--- src/rtl/psk_tx_modulator.sv ---
// BPSK transmitter: framed, LSB-first bytes, one bit per SYM_LEN-clock symbol,
// XORed onto an NCO square carrier. Frame = alternating preamble, data bytes, idle gap.
module psk_tx_modulator #(
    parameter int CW_WIDTH      = 13,
    parameter int SYM_LEN       = 256,
    parameter int PREAMBLE_SYMS = 8,
    parameter int GAP_SYMS      = 2
) (
    input  logic                clk,
    input  logic                rst,
    input  logic [CW_WIDTH-1:0] control_word,
    input  logic [7:0]          tx_data,
    input  logic                tx_valid,
    output logic                tx_ready,
    output logic                sig,
    output logic                i_carrier,
    output logic                sym_stb,
    output logic                busy
);
    localparam int SCW = (SYM_LEN > 1) ? $clog2(SYM_LEN) : 1;
    localparam int PCW = $clog2(PREAMBLE_SYMS + 1);
    localparam int GCW = $clog2(GAP_SYMS + 1);
    localparam logic [SCW-1:0] SYM_LAST = SCW'(SYM_LEN - 1);
    localparam logic [PCW-1:0] PRE_LAST = PCW'(PREAMBLE_SYMS - 1);
    localparam logic [GCW-1:0] GAP_LAST = GCW'(GAP_SYMS - 1);

    typedef enum logic [1:0] {
        IDLE     = 2'd0,
        PREAMBLE = 2'd1,
        DATA     = 2'd2,
        GAP      = 2'd3
    } state_t;

    state_t              state_reg;
    logic [CW_WIDTH-1:0] phase_reg;
    logic [SCW-1:0]      sym_cnt_reg;
    logic [PCW-1:0]      pre_cnt_reg;
    logic [GCW-1:0]      gap_cnt_reg;
    logic [2:0]          bit_cnt_reg;
    logic [7:0]          hold_reg;
    logic [7:0]          shift_reg;
    logic                buf_full_reg;
    logic                cur_bit_reg;

    assign sym_stb   = (sym_cnt_reg == SYM_LAST);
    assign tx_ready  = !buf_full_reg;
    assign i_carrier = phase_reg[CW_WIDTH-1];
    assign sig       = i_carrier ^ cur_bit_reg;
    assign busy      = (state_reg != IDLE);

    always_ff @(posedge clk) begin
        if (rst) begin
            state_reg    <= IDLE;
            phase_reg    <= '0;
            sym_cnt_reg  <= '0;
            pre_cnt_reg  <= '0;
            gap_cnt_reg  <= '0;
            bit_cnt_reg  <= '0;
            hold_reg     <= '0;
            shift_reg    <= '0;
            buf_full_reg <= 1'b0;
            cur_bit_reg  <= 1'b0;
        end else begin
            phase_reg   <= phase_reg + control_word;
            sym_cnt_reg <= sym_stb ? '0 : sym_cnt_reg + SCW'(1);

            // Accepts only happen while the buffer is empty, so they can never
            // collide with the buffer being drained into the shifter below.
            if (tx_valid && !buf_full_reg) begin
                hold_reg     <= tx_data;
                buf_full_reg <= 1'b1;
            end

            if (sym_stb) begin
                case (state_reg)
                    IDLE: begin
                        if (buf_full_reg) begin
                            state_reg   <= PREAMBLE;
                            pre_cnt_reg <= '0;
                            cur_bit_reg <= 1'b1;
                        end else begin
                            cur_bit_reg <= 1'b0;
                        end
                    end
                    PREAMBLE: begin
                        if (pre_cnt_reg == PRE_LAST) begin
                            state_reg    <= DATA;
                            shift_reg    <= hold_reg;
                            buf_full_reg <= 1'b0;
                            cur_bit_reg  <= hold_reg[0];
                            bit_cnt_reg  <= '0;
                        end else begin
                            pre_cnt_reg <= pre_cnt_reg + PCW'(1);
                            cur_bit_reg <= !cur_bit_reg;
                        end
                    end
                    DATA: begin
                        if (bit_cnt_reg != 3'd7) begin
                            shift_reg   <= shift_reg >> 1;
                            cur_bit_reg <= shift_reg[1];
                            bit_cnt_reg <= bit_cnt_reg + 3'd1;
                        end else if (buf_full_reg) begin
                            // Back-to-back byte: continue the frame without a new preamble.
                            shift_reg    <= hold_reg;
                            buf_full_reg <= 1'b0;
                            cur_bit_reg  <= hold_reg[0];
                            bit_cnt_reg  <= '0;
                        end else begin
                            state_reg   <= GAP;
                            cur_bit_reg <= 1'b0;
                            gap_cnt_reg <= '0;
                        end
                    end
                    GAP: begin
                        cur_bit_reg <= 1'b0;
                        if (gap_cnt_reg == GAP_LAST) begin
                            state_reg <= IDLE;
                        end else begin
                            gap_cnt_reg <= gap_cnt_reg + GCW'(1);
                        end
                    end
                    default: begin
                        state_reg   <= IDLE;
                        cur_bit_reg <= 1'b0;
                    end
                endcase
            end
        end
    end
endmodule

--- config.mk ---
export PLATFORM = sky130hd
export DESIGN_NAME = psk_tx_modulator
export DESIGN_NICKNAME = d
export VERILOG_FILES = /design/src/rtl/psk_tx_modulator.sv
export SDC_FILE = /design/constraint.sdc
export NUM_CORES = 1
export LEC_CHECK = 0
export BUFFER_PORTS_ARGS = -buffer_cell sky130_fd_sc_hd__buf_2
export CORE_MARGIN = 1.5
export CORE_UTILIZATION = 35
export DETAILED_ROUTE_END_ITERATION = 16
export PLACE_DENSITY = 0.51
export RECOVER_POWER = 50
export SLEW_MARGIN = 15
export SYNTH_ARGS = -nofsm -noshare
export SYNTH_HDL_FRONTEND = slang
export SYNTH_SLANG_ARGS = --single-unit
--- constraint.sdc ---
create_clock -name clk -period 5.7 [get_ports clk]
set_input_delay 0 -clock clk [delete_from_list [all_inputs] [get_ports clk]]
set_output_delay 0 -clock clk [all_outputs]
set_load 0.005 [all_outputs]
==> flow_summary.yaml <==
status:
  status: "finished, final reports clean"
pwr:
  p_clk_frac: 0.285
  p_comb_frac: 0.280
  power.switching_mw: 0.2574
  p_seq_frac: 0.435
  sw_frac_of_total: 0.2835
  p_per_area_nw_per_um2: 302.2
  leakagePower_nw: 1.239
  ir_drop_mv: 0.1235
  internal_power_mw: 0.6507
grt:
  grtUsageTotal: 0.1352
  grt_pass1_wl_mm: 8.342
  grt_antenna_before_repair: 0
  grt_pass1_vias: 1908
  grt_start_max_net_pins: 52
  overflow: 0
floorplanning:
  pin_count: 29
  die_y_um: 89.32
  fp.coreArea_um2: 7214
  row_count: 31
  die_x_um: 89.32
  die_area_um2: 7977
  start_util: 0.3614
cts:
  cts_root_buf: "clkbuf_8"
  htreeDepth: 2
  cts.sinks: 49
  post_cts_resized: 0
  cts_buffer_depth: 2
  numCtsBuffers: 5
  path_clk_slew_ns: 0.09
  insertion_delay_ns: 0.30
  cts_tree: "yes"
setup_path:
  reg2reg_depth: 6
  worstPathArrival_ns: 2.44
  critical_path_class: "reg2reg"
  r2r-start: "state_reg[1]$_SDFFE_PP0P_"
  worstSetupEndpointType: "flop"
  cp_data_required_time_ns: 5.86
  r2r_slack_ns: 3.42
  r2r-end: "bit_cnt_reg[2]$_SDFFE_PP0P_"
  crit_fanout: 17
  start_kind: "flop"
sta:
  fmax_mhz: 439.5
  maxSlewHeadroom: 0.3502
  min_period_ns: 2.275
  finalMaxSlewViolations: 0
  grt_setup_unrepaired: "no"
  skew_ns: 0.01108
  fin_crit_sh: 0.3991
  setup_viol: 0
  hold_viol_final: 0
  whs_ns: 0.03887
  tns_ns: 0
  tightest_slew_ns: 0.9747
flow_run:
  max_cap_violations: 0
layout:
  layout-drive-gt1-share: 0.1389
  area_delta_synth_final_pct: 15.26
  antennaDiodeCount: 0
  nFillCells: 763
  num-nets-final: 370
  largest_reg_flops: 13
  finalInstanceArea_um2: 3005
synth:
  synth-edff-count: 0
  netlist-cell-type-count: 52
  synth_area_leaders: "dfxtp_1 (38%), ha_1 (11%), nor2_1 (6.0%)"
  ys_seq_elements: 49
  synth_ff_type: "dfxtp_1"
  syn_area_per_cell_um2: 9.022
  ys_seq_area_frac: 0.3762
  syn-instance-count: 289
  async_flop_share: 0
  syn-cell-area_um2: 2608
  synth_top_area_share: 0.3762
  yosysTopAreaCell: "dfxtp_1"
  synth_nets: 336
  ys_warn_count: 0
drt:
  detail_route.wl_per_cell_um: 11.63
  viasPerCell: 4.813
  drt-pass1-iter-count: 4
  drc: 0
  first_iter_violations: 44
  vias: 2036
  routed_wl_mm: 4.921
  drtAntennaViolNets: 0
place:
  place.gp.congestion: 0.7585
  dpl.hpwl_mm: 3.487
  dpl-instance-area_um2: 2826
  port_buffers: 28
min_path:
  hold_start: "control_word[0]"
  hold_depth: 3
  hp-class: "in2reg"
  min_to: "phase_reg[0]$_SDFF_PP0_"
==> kinds of logic (layout without fill, tap and decap cells) <==
| kind of cell | after synthesis | after routing | share of synthesized area |
|---|---|---|---|
| buf+inv | 21 | 56 | 0.03359 |
| fa+ha+maj | 23 | 23 | 0.1132 |
| compound gates | 58 | 58 | 0.1612 |
| simple gates | 108 | 108 | 0.2049 |
| xor+xnor | 14 | 14 | 0.04703 |
| mux | 16 | 16 | 0.06382 |
| flops | 49 | 49 | 0.3762 |
==> repair_timing <==
action	4_1_cts	5_1_grt
hold buffers	9	0
hold endpoints to repair	9	0
buffers inserted	0	0
==> cell usage in the layout, fill, tap and decap left out, types with 2 or more instances in the layout <==
cell type / synthesis / final
mux2i_1: 11 / 11
a31o_2: 2 / 2
ha_1: 22 / 22
inv_1: 10 / 10
nor2b_1: 10 / 10
o21bai_1: 2 / 2
dfxtp_1: 49 / 49
clkbuf_1: 7 / 5
nor2_1: 42 / 42
nor4_1: 2 / 2
a211oi_1: 5 / 6
mux2_2: 5 / 5
nand2_1: 24 / 24
a21o_1: 5 / 5
and2_1: 2 / 2
a21oi_1: 14 / 14
clkbuf_8: 0 / 6
nand2b_1: 3 / 3
nor3_1: 6 / 6
or3b_1: 2 / 2
o21ai_0: 8 / 8
nand4_1: 2 / 2
xor2_1: 5 / 5
nand3_1: 7 / 8
a221oi_1: 2 / 2
xnor2_1: 9 / 9
buf_2: 0 / 24
a311oi_1: 6 / 6
dlygate4sd3_1: 0 / 9
==> layer usage <==
| layer | up-vias | routed length [µm] | track usage |
|---|---|---|---|
| li1 | 1085 | - | - |
| met1 | 917 | 2404 | 0.1680 |
| met2 | 27 | 2279 | 0.2262 |
| met3 | 7 | 178 | 0.03601 |
| met4 | 0 | 59 | 0.04755 |
| met5 | - | 0 | 0 |
==> area by class of cell <==
cell class              instances  area, µm²  area share
multi-input cells             219       1516      0.5046
clock inverters                 1      30.03    0.009992
inverters                      11      42.54     0.01415
well taps                      99      123.9     0.04122
clock buffers                   7      86.33     0.02873
repair buffers                 37      225.2     0.07494
flip-flops and latches         49      980.9      0.3264
==> synthesized netlist by cell type, drive strengths merged (3+ instances only) <==
cell / number
a311oi: 7
mux2i: 11
nand2b: 3
a21o: 5
inv: 10
nor2b: 10
a211oi: 6
ha: 22
nor2: 43
o21ai: 9
nand3: 8
a21oi: 14
nand2: 24
dfxtp: 49
xor2: 5
xnor2: 9
buf: 3
mux2: 5
nor3: 6
clkbuf: 7
==> power by group through the flow <==
| stage | Sequential [mW] | Clock (mW) | Combinational (mW) |
|---|---|---|---|
| global placement | 0.404 | 0 | 0.251 |
| floorplan | 0.401 | 0 | 0.200 |
| detailed placement | 0.405 | 0 | 0.252 |
| finish | 0.395 | 0.258 | 0.254 |
| CTS | 0.396 | 0.269 | 0.257 |
| global route | 0.400 | 0.280 | 0.290 |
==> worst max-delay path, cell delays in order, from the launching register on <==
cell and delay, ns:
dfxtp_1 0.38, inv_1 0.09, ha_1 0.27, a211oi_1 0.53, a21boi_4 0.56, mux2i_1 0.24, nor2_1 0.05
==> per-stage QoR <==
stage	utilization	worst slack [ns]	total power, mW	instances
2_1_floorplan	-	3.626	0.6014	289
3_3_place_gp	0.3918	3.448	0.6543	406
3_5_place_dp	0.3918	3.418	0.6560	406
4_1_cts	0.4204	3.400	0.9234	423
5_1_grt	0.4166	3.206	0.9703	423
6_report	0.4166	3.425	0.9082	423
==> worst max-delay path by stage <==
stage                                   start                           to  slack (ns)
floorplan             phase_reg[0]$_SDFF_PP0_     phase_reg[12]$_SDFF_PP0_        3.63
global placement      phase_reg[0]$_SDFF_PP0_     phase_reg[12]$_SDFF_PP0_        3.45
detailed placement    phase_reg[0]$_SDFF_PP0_     phase_reg[12]$_SDFF_PP0_        3.42
CTS                   phase_reg[0]$_SDFF_PP0_     phase_reg[12]$_SDFF_PP0_        3.40
global route          phase_reg[0]$_SDFF_PP0_     phase_reg[12]$_SDFF_PP0_        3.21
finish              state_reg[1]$_SDFFE_PP0P_  bit_cnt_reg[2]$_SDFFE_PP0P_        3.42
Note: power is estimated with default switching activity, not from simulation.
